### src/rtl/uart_rx.sv
// 8N1 UART receiver: 2-FF input synchronizer, half-bit start qualification, centre sampling.
// Define UART_RX_PARITY_EN for 8E1 frames; a parity mismatch is reported as a framing error.
module uart_rx #(
  parameter int CLOCKS_PER_BAUD = 868
) (
  input  logic       clk,
  input  logic       rst,
  input  logic       rxd,
  output logic [7:0] data,
  output logic       valid,
  output logic       framing_error
);

  localparam int CW = $clog2(CLOCKS_PER_BAUD);
  localparam logic [CW-1:0] FULL_RELOAD = CW'(CLOCKS_PER_BAUD - 1);
  localparam logic [CW-1:0] HALF_RELOAD = CW'(CLOCKS_PER_BAUD / 2 - 1);

  typedef enum logic [2:0] {
    IDLE,
    START,
    DATA,
`ifdef UART_RX_PARITY_EN
    PARITY,
`endif
    STOP,
    BREAK
  } state_t;

  state_t          state, state_next;
  logic            rxd_meta, rxd_s;
  logic [CW-1:0]   cnt;
  logic [2:0]      bit_idx;
  logic [7:0]      shreg;
  logic            counting, tick;
  logic            load_half, clr_idx, inc_idx, shift;
  logic            set_valid, set_ferr, frame_ok;
`ifdef UART_RX_PARITY_EN
  logic            parity_err, parity_sample;
`endif

  // The counter only runs while a frame is in flight; IDLE and BREAK just watch the line.
  assign counting = (state == START) || (state == DATA) || (state == STOP)
`ifdef UART_RX_PARITY_EN
                    || (state == PARITY)
`endif
                    ;
  assign tick = counting && (cnt == '0);

`ifdef UART_RX_PARITY_EN
  assign frame_ok = rxd_s && !parity_err;
`else
  assign frame_ok = rxd_s;
`endif

  // NOTE: every output of this block gets a default first so no latch is inferred.
  always_comb begin
    state_next = state;
    load_half  = 1'b0;
    clr_idx    = 1'b0;
    inc_idx    = 1'b0;
    shift      = 1'b0;
    set_valid  = 1'b0;
    set_ferr   = 1'b0;
`ifdef UART_RX_PARITY_EN
    parity_sample = 1'b0;
`endif
    case (state)
      IDLE: begin
        if (!rxd_s) begin
          state_next = START;
          load_half  = 1'b1;
        end
      end
      START: begin
        if (tick) begin
          if (!rxd_s) begin
            state_next = DATA;
            clr_idx    = 1'b1;
          end else begin
            state_next = IDLE;
          end
        end
      end
      DATA: begin
        if (tick) begin
          shift = 1'b1;
          if (bit_idx == 3'd7) begin
`ifdef UART_RX_PARITY_EN
            state_next = PARITY;
`else
            state_next = STOP;
`endif
          end else begin
            inc_idx = 1'b1;
          end
        end
      end
`ifdef UART_RX_PARITY_EN
      PARITY: begin
        if (tick) begin
          parity_sample = 1'b1;
          state_next    = STOP;
        end
      end
`endif
      STOP: begin
        if (tick) begin
          set_valid = frame_ok;
          set_ferr  = !frame_ok;
          // A low stop bit means the line may be held in break; wait for it to recover.
          state_next = rxd_s ? IDLE : BREAK;
        end
      end
      BREAK: begin
        if (rxd_s) state_next = IDLE;
      end
      default: state_next = IDLE;
    endcase
  end

  // NOTE: all sequential state uses non-blocking assignments so every register samples pre-edge values.
  always_ff @(posedge clk) begin
    if (rst) begin
      rxd_meta      <= 1'b1;
      rxd_s         <= 1'b1;
      state         <= IDLE;
      cnt           <= '0;
      bit_idx       <= '0;
      shreg         <= '0;
      data          <= '0;
      valid         <= 1'b0;
      framing_error <= 1'b0;
`ifdef UART_RX_PARITY_EN
      parity_err    <= 1'b0;
`endif
    end else begin
      rxd_meta      <= rxd;
      rxd_s         <= rxd_meta;
      state         <= state_next;
      valid         <= set_valid;
      framing_error <= set_ferr;

      if (load_half)     cnt <= HALF_RELOAD;
      else if (tick)     cnt <= FULL_RELOAD;
      else if (counting) cnt <= cnt - CW'(1);

      if (clr_idx)      bit_idx <= '0;
      else if (inc_idx) bit_idx <= bit_idx + 3'd1;

      // Shifting in at the MSB leaves bit 0 of the frame in shreg[0] after eight samples.
      if (shift)     shreg <= {rxd_s, shreg[7:1]};
      if (set_valid) data  <= shreg;
`ifdef UART_RX_PARITY_EN
      if (parity_sample) parity_err <= (^shreg) ^ rxd_s;
`endif
    end
  end

endmodule

### config.mk
export PLATFORM = sky130hd
export DESIGN_NAME = uart_rx
export DESIGN_NICKNAME = d
export VERILOG_FILES = /design/src/rtl/uart_rx.sv
export SDC_FILE = /design/constraint.sdc
export NUM_CORES = 1
export LEC_CHECK = 0
export ABC_AREA = 1
export BUFFER_PORTS_ARGS = -buffer_cell sky130_fd_sc_hd__clkbuf_2
export CELL_PAD_IN_SITES_DETAIL_PLACEMENT = 0
export CELL_PAD_IN_SITES_GLOBAL_PLACEMENT = 1
export CORE_MARGIN = 8
export CORE_UTILIZATION = 46
export DETAILED_ROUTE_END_ITERATION = 10
export PLACE_DENSITY_LB_ADDON = 0.1
export SLEW_MARGIN = 20
export SYNTH_ARGS = -nofsm -noshare
export SYNTH_HDL_FRONTEND = slang
export SYNTH_SLANG_ARGS = --single-unit
### constraint.sdc
create_clock -name clk -period 4 [get_ports clk]
set_input_delay 0.8 -clock clk [delete_from_list [all_inputs] [get_ports clk]]
set_output_delay 0.8 -clock clk [all_outputs]
set_load 0.01 [all_outputs]
# ---- Word level (Yosys, flattened, before mapping)
# Cells that the tools add are included.
dict set report totals {
  register_bits 36
  rom_bits 0
  output_inout_bits 10
  ramBits 0
  n_memories 0
  latchBits 0
  elab_cells 62
  inputBits 3
}
dict set report op_classes {
  div_mod_pow 0
  magnitude_cmp 0
  n_eq_ne 11
  bitwise_logic 2
  n_reduce_logical 13
  mul 0
  add_sub_neg 2
  n_mux 23
  shifts 0
}
# cell n
set op_table {}
lappend op_table {{$mux W3} 7}
lappend op_table {{$mux W10} 2}
lappend op_table {{$pmux W3 S5} 1}
lappend op_table {{$mux W1} 11}
lappend op_table {{$logic_not A10 Y1} 1}
lappend op_table {{$ne A2 B2 Y1 const B} 5}
lappend op_table {{$sub A10 B1 Y10 const B} 1}
lappend op_table {{$mux W9} 1}
lappend op_table {{$eq A3 B2 Y1 const B} 2}
lappend op_table {{$eq A3 B3 Y1 const B} 2}
lappend op_table {{$reduce_and A6 Y1} 1}
lappend op_table {{$reduce_or A3 Y1} 2}
lappend op_table {{$reduce_or A2 Y1} 2}
lappend op_table {{$add A3 B1 Y3 const B} 1}
lappend op_table {{$eq A3 B1 Y1 const B} 1}
lappend op_table {{$logic_not A3 Y1} 1}
lappend op_table {{$reduce_bool A3 Y1} 1}
lappend op_table {{$logic_or A1 B1 Y1} 2}
lappend op_table {{$mux W2} 1}
lappend op_table {{$ne A2 B1 Y1 const B} 1}
lappend op_table {{$not A1 Y1} 2}
lappend op_table {{$reduce_bool A2 Y1} 1}
lappend op_table {{$logic_and A1 B1 Y1} 1}
lappend op_table {{$logic_not A1 Y1} 1}

# ---- Logic depth before layout (Yosys ltp)
# Gate-level depths: netlist (run 1).
dict set report depth {
  depth_word 7
  ltp_mapped 10
  depth_no_buf 10
}

# ---- Worst setup path before layout (run 1)
# No wires, ideal clock.
dict set report synth_path {
  path_type {input port to flip-flop}
  start {in rst}
  end {reg data[0]}
  n_path_buf 2
  t_arrival_ns 1.468
  t_required_ns 3.936
  cell_stages 5
  path_slack_ns 2.468
  setup_time_ns 0.064
  path_cell_list {clkbuf_1 -> inv_1 -> clkbuf_1 -> nand2_1 -> nor2_1}
}
# item line_no
set synth_rtl {}
lappend synth_rtl {{from (decl)} 7} ;# input logic rst,
lappend synth_rtl {{to (signal assigned)} 152} ;# if (set_valid) data <= shreg;
lappend synth_rtl {{to (decl)} 9} ;# output logic [7:0] data,

# ---- Worst setup path in the final report (run 1)
dict set report layout_path {
  start {reg cnt[0]}
  end {reg shreg[1]}
}
dict set report layout_via {
  elab_chain_cells 4
}
# item line_no
set layout_rtl {}
lappend layout_rtl {{from (decl)} 31} ;# logic [CW-1:0] cnt;
lappend layout_rtl {{from (signal assigned)} 145} ;# else if (counting) cnt <= cnt - CW'(1);
lappend layout_rtl {{$logic_not A10 Y1} 47} ;# assign tick = counting && (cnt == '0);
lappend layout_rtl {{$logic_and A1 B1 Y1} 47}
lappend layout_rtl {{$mux W1} 85} ;# if (tick) begin
lappend layout_rtl {{$mux W1} 67} ;# case (state)
lappend layout_rtl {{to (signal assigned)} 151} ;# if (shift) shreg <= {rxd_s, shreg[7:1]};
lappend layout_rtl {{to (decl)} 33} ;# logic [7:0] shreg;
# Every way passes these cells.
# A chain may end at the register's enable or synchronous reset.

==> results of run 1 <==
[registers in the layout, indices dropped and copies added (netlist names)]
name / count
bit_idx: 3
rxd_meta: 1
shreg: 8
valid: 1
frame_ok: 1
framing_error: 1
data: 8
cnt: 10
state: 3
[layout by cell type (no fill, tap or decap)]
cell type and n:
o21ai_0 6, nand2_4 2, clkbuf_8 5, nand3b_1 1
ha_1 4, nor2_2 1, nor2_1 44, nand3_1 17
nand2_1 60, o21ai_1 2, nand4_2 1, nor3_1 2
nor3_2 1, or2_2 2, inv_2 7, nand2_2 3
xor2_1 2, nand4_4 1, nor2_8 1, clkbuf_1 1
dfxtp_1 36, a21oi_1 15, clkinv_2 1, a31oi_1 1
nor4_1 1, nor2_4 2, nand4_1 3, clkbuf_2 12
inv_1 27, xnor2_1 2
[stage by stage]
stage	setup WS, ps	std cells
2_1_floorplan	2470	250
5_1_grt	1680	311
4_1_cts	1970	311
3_5_place_dp	1980	304
3_3_place_gp	2000	304
6_report	1970	311
[cell families (layout without fill, tap and decap cells)]
group / count (synthesis) / count (layout) / synth area share [%]
and+or+nand+nor: 142 / 142 / 37.8
DFF: 36 / 36 / 41.0
buffers and inverters: 40 / 53 / 9.40
AOI/OAI and AO/OA: 24 / 24 / 6.91
xor gates and xnor gates: 4 / 4 / 1.99
adders and majority gates: 4 / 4 / 2.85
[worst max-delay path by stage]
stage,start,cells past startpoint,endpoint
detailed placement,cnt[0],7,shreg[6]
finish,cnt[0],7,shreg[1]
CTS,cnt[0],7,shreg[6]
floorplan,rst,5,data[0]
global route,cnt[0],7,shreg[2]
global placement,cnt[0],7,shreg[6]
[worst reg2reg max path, cell delays in order (launching register included)]
cell and delay (ps):
dfxtp_1 310, inv_1 120, ha_1 210, nand2_4 80, nor3_2 600, nand2_1 380, nand2_1 140, a21oi_1 70
[Yosys cell counts, types with 3 or more instances]
master    count
nand2_2       3
clkbuf_1      3
ha_1          4
a21oi_1      15
o21ai_0       6
nor2_1       44
nand2_1      60
inv_2         7
nand4_1       3
nand3_1      17
inv_1        27
dfxtp_1      36
[routing by layer]
metal | part of all wire [%] | routed length [um]
met5 | 0 | 0
met4 | 1.3 | 44
met3 | 4.0 | 139
met2 | 42 | 1460
met1 | 53 | 1840
[final cells by class]
class	instances	area, sq um	share of cell area, %
timing repair buffer	12	60.1	3.13
clock inverter	1	5.00	0.261
inverter	34	128	6.66
multi-input combinational	174	871	45.4
tap	48	60.1	3.13
clock buffer	6	72.6	3.79
sequential	36	721	37.6
[power by group through the flow]
stage / Sequential (W) / Clock (W) / Combinational, W
floorplan: 0.000492 / 0 / 0.000650
finish: 0.000503 / 0.000239 / 0.000749
global route: 0.000514 / 0.000262 / 0.000871
CTS: 0.000503 / 0.000252 / 0.000754
global placement: 0.000511 / 0 / 0.000749
detailed placement: 0.000510 / 0 / 0.000752
==> results by group, run 1 <==
Clock tree
  – # H-tree levels: 2
  – Bufs on Longest Clock Path: 2
  – Worst-skew pair later-pin latency: 280 ps
  – Post-CTS sizing: 0
  – Cts bufs inserted: 5
  – CTS sink cnt: 36
  – CTS tree: built
  – CTS root buf: clkbuf_8
  – Setup bufs post-CTS: 0
  – CTS clock-pin slew for the worst setup and hold paths: 70 ps
  – # hold bufs at CTS: 0

Critical path
  – WP data required: 4160 ps
  – Worst Path Max Fanout: 11
  – CP startpoint kind: register
  – CP Cell Sequence: inv_1 -> ha_1 -> nand2_4 -> nor3_2 -> nand2_1 -> nand2_1 -> a21oi_1
  – CP max-delay cell: nor3_2
  – WS Path Type: register to register
  – R2R Path Start: cnt[0]
  – Worst stage delay on the critical path: 600 ps
  – WP data arrival: 2190 ps
  – R2r worst-path depth: 7
  – CP Buf/Inv Count: 1
  – Reg2Reg Setup Slack: 1970 ps
  – Worst reg2reg endpoint: shreg[1]
  – Cell mode on critical path: nand2_1
  – Cell family with most CP delay: simple AND/OR/NAND/NOR gates
  – Crit path capture type: register

Pwr
  – Reg power frac: 33.7%
  – Combinational power share: 50.3%
  – Max rail drop VDD: 400 uV
  – Sw frac: 46.8%
  – Clock power frac: 16.0%
  – Internal power: 0.000793 W
  – Power, Total: 0.00149 W
  – Net Sw Power: 0.000698 W
  – Power per cell area: 778 nW/um^2
  – Leak: 0.953 nW

Min path
  – Hold Path Class: register to register
  – Hold endpoint: frame_ok
  – Worst Hold Depth: 1
  – HP Start: rxd_meta

Synthesis
  – FFs w/ async S/R, synth: 0%
  – Synthesized area: 1760 sq um
  – Synthesized flop and latch total: 36
  – Synth Net Count: 257
  – Sequential area share after synthesis: 41.0%
  – Syn Inst Count: 250
  – Synth top area share: 41.0%
  – Largest area contributor in the netlist: dfxtp_1
  – Mean post-synth cell area: 7.03 sq um
  – Yosys warns: 0
  – Predominant post-synthesis flop cell: dfxtp_1
  – EDFF count, synth: 0
  – Library cells used by synthesis: 29
  – Largest cells by area after synthesis: dfxtp_1 (41%), nand2_1 (13%), nor2_1 (9.4%), inv_1 (5.8%), nand3_1 (4.8%)

Global route
  – GRT overflow: 0
  – Initial antenna violation count: 0
  – Largest net degree at the start of global routing: 18
  – Number of global-route vias before repair: 1404
  – Grt peak-use layer: met2
  – M2 GR Usage: 19.5%
  – M3 GR Usage: 4.15%
  – Grt met1 use: 16.1%
  – Global-route wire length before repair: 6400 um
  – Global Route Usage Sum: 12.7%

Die
  – Core Box Area: 3660 sq um
  – Overall die width: 77.8 um
  – Num ports: 13
  – Die Ht: 77.8 um
  – Initial core utilization: 48.0%
  – Row count: 22
  – Die ar.: 6050 sq um

Detailed routing
  – Detailed Route WL: 3490 um
  – Drt initial violations: 127
  – Routed vias/inst: 4.69
  – Wire per inst: 11.2 um
  – DRT Pass-1 Iters: 4
  – Via Count: 1459
  – Antenna Nets Post-Route: 0
  – DRC: 0

Timing
  – Hold_ws: 408 ps
  – Setup Viol. Count Final: 0
  – Post-route setup TNS: 0 ps
  – Rel. slew slack: 52.0%
  – RSZ-0062 raised after global routing: no
  – Crit path time final: 2030 ps
  – Clock Skew: 1.16 ps
  – Fmax: 493 MHz
  – Fin. max-slew vios: 0
  – Final worst path period share: 50.7%
  – Worst-Margin Slew: 716 ps
  – Hold Fails Final Rpt: 0

Status
  – Outcome: finished clean

Final layout
  – Final instance area: 1920 sq um
  – Final #Nets: 270
  – Ant. Diodes: 0
  – Fillers: 382
  – Area added between synthesis and finish: 9.12%
  – Ratio of cells with drive above 1 in the final layout: 14.8%
  – Final Util: 52.4%

Run
  – Max Cap Viol: 0

Placement
  – Placer Congestion: 0.809
  – Post-DP HPWL: 2520 um
  – Placed inst area: 1840 sq um
  – Port Buf Inserts: 12
No activity file was read; power rests on OpenSTA's default activity.
==> inputs of run 2 (changes only) <==
CORE_UTILIZATION = 38   (was 46)
clock period = 1.65 ns   (was 4 ns; I/O delays follow)
==> run 2 against run 1 <==
  * Sequential share of layout area decreased by 2.3 points
  * Sequential power increased by 140%
  * Die area is 17% higher
  * First-iteration DRC count up 7.1%
  * Via count increased by 4.5%
  * Highest routed layer unchanged
  * Utilization shrank 6.1 points
  * Final cell count increased by 4.8%
  * Maximum frequency rose by 38%
  * Non-clock buffer count rose by 9
  * Clock skew is 0.90 ps higher
==> results by group, run 2 (synthesized netlist as in run 1, its figures left out) <==
Status
  – Outcome: finished clean

Placement
  – Placer Congestion: 0.832
  – Post-DP HPWL: 2800 um
  – Port Buf Inserts: 12
  – Placed insts: 317
  – Pre-CTS WS: 162 ps

Die
  – Num ports: 13
  – Row count: 24
  – Overall die width: 84.0 um
  – Initial core utilization: 39.8%
  – Core Box Area: 4410 sq um
  – Die ar.: 7050 sq um
  – Die Ht: 84.0 um

Clock tree
  – Cts bufs inserted: 5
  – # hold bufs at CTS: 0
  – Setup bufs post-CTS: 0
  – CTS tree: built
  – Worst-skew pair later-pin latency: 290 ps
  – CTS root buf: clkbuf_8
  – CTS clock-pin slew for the worst setup and hold paths: 70 ps
  – CTS sink cnt: 36
  – # H-tree levels: 2
  – Bufs on Longest Clock Path: 2
  – Post-CTS sizing: 0

Timing
  – Fmax: 679 MHz
  – Clock Skew: 2.06 ps
  – Hold Fails Final Rpt: 0
  – Post-route setup TNS: 0 ps
  – Fin. max-slew vios: 0
  – Final worst path period share: 89.2%
  – Setup WS post-layout: 178 ps
  – Rel. slew slack: 79.8%
  – Setup Viol. Count Final: 0
  – Worst-Margin Slew: 302 ps
  – RSZ-0062 raised after global routing: no
  – Crit path time final: 1470 ps

Detailed routing
  – Detailed Route WL: 4020 um
  – Drt initial violations: 136
  – Wire per inst: 12.3 um
  – Routed vias/inst: 4.67
  – Via Count: 1524
  – Antenna Nets Post-Route: 0
  – DRT Pass-1 Iters: 4
  – DRC: 0

Pwr
  – Leak: 1.02 nW
  – Power per cell area: 1990 nW/um^2
  – Max rail drop VDD: 895 uV
  – Power, Total: 0.00406 W

Global route
  – Global-route wire length before repair: 6730 um
  – Global Route Usage Sum: 11.6%
  – GRT overflow: 0
  – Initial antenna violation count: 0
  – Largest net degree at the start of global routing: 17
  – Number of global-route vias before repair: 1454

Final layout
  – Ant. Diodes: 0
  – Ratio of cells with drive above 1 in the final layout: 19.3%
  – Non-Filler Instances: 326
  – Final Util: 46.3%
  – Biggest register: cnt
  – Regs by FF count: cnt: 10 flops, data: 8 flops, shreg: 8 flops
  – Area added between synthesis and finish: 16.3%
  – Final #Nets: 280
  – Commonest cells after routing, fill and taps aside: nand2_1 (59), nor2_1 (44), dfxtp_1 (36)
  – Max reg flops: 10
  – Commonest non-fill, non-tap cell in the layout: nand2_1

Critical path
  – WP data required: 1830 ps
  – Worst stage delay on the critical path: 320 ps
  – Crit path capture type: register
  – Reg2Reg Setup Slack: 180 ps
  – Cell mode on critical path: nor2_1
  – Cell family with most CP delay: simple AND/OR/NAND/NOR gates
  – CP Buf/Inv Count: 1
  – CP max-delay cell: dfxtp_1
  – WS Path Type: register to register
  – WP data arrival: 1660 ps
  – R2R Path Start: cnt[0]
  – CP startpoint kind: register
  – Worst Path Max Fanout: 8
  – CP Cell Sequence: inv_2 -> ha_2 -> nand2_4 -> nor2_8 -> nand4_2 -> nor2_1 -> nor2_1
  – R2r worst-path depth: 7
  – Worst reg2reg endpoint: data[2]

Run
  – Max Cap Viol: 0

Min path
  – HP Start: rxd
  – Worst Hold Depth: 2
  – Hold Path Class: input pin to register
  – Hold endpoint: rxd_meta
==> run 2: cell count changes in the layout (fill, tap and decap cells not counted), sizes merged <==
cell | before | now
buf | 0 | 9
bufinv | 0 | 1
nand4 | 5 | 6
==> run 2: per-layer routing <==
metal / global-route usage [%] / wire length (um)
met1: 14.7 / 2040
met5: 0 / 0
met2: 17.5 / 1790
met3: 4.39 / 172
met4: 3.77 / 21
==> run 2: how the worst max path moves through the flow <==
stage | start | end | slack [ps] | cells past startpoint
after floorplan | cnt[0] | data[1] | 330 | 8
after global placement | cnt[0] | data[7] | 160 | 7
after detailed placement | cnt[0] | data[4] | 160 | 7
after CTS | cnt[0] | data[4] | 140 | 7
after global routing | cnt[0] | data[0] | 60 | 8
final | cnt[0] | data[2] | 180 | 7
==> run 2: area by class of cell <==
| cell class | instances | area, sq um |
|---|---|---|
| Clock inverter | 2 | 35.0 |
| Fill cell | 473 | 2370 |
| Inverter | 34 | 128 |
| Timing Repair Buffer | 21 | 128 |
| Clock buffer | 6 | 72.6 |
| Multi-Input combinational cell | 175 | 895 |
| Tap cell | 52 | 65.1 |
| Sequential cell | 36 | 721 |
==> run 2: through the flow <==
stage	cell area [sq um]	hold WS [ps]
floorplan	1760	389
global placement	1910	391
detailed placement	1910	404
CTS	2020	213
global route	2040	210
finish	2040	224
==> run 2: power by group <==
part | internal [W] | switching [W]
Sequential | 0.00103 | 0.000163
Clock | 0.000449 | 0.000322
Combinational | 0.000737 | 0.00136
Total | 0.00222 | 0.00185
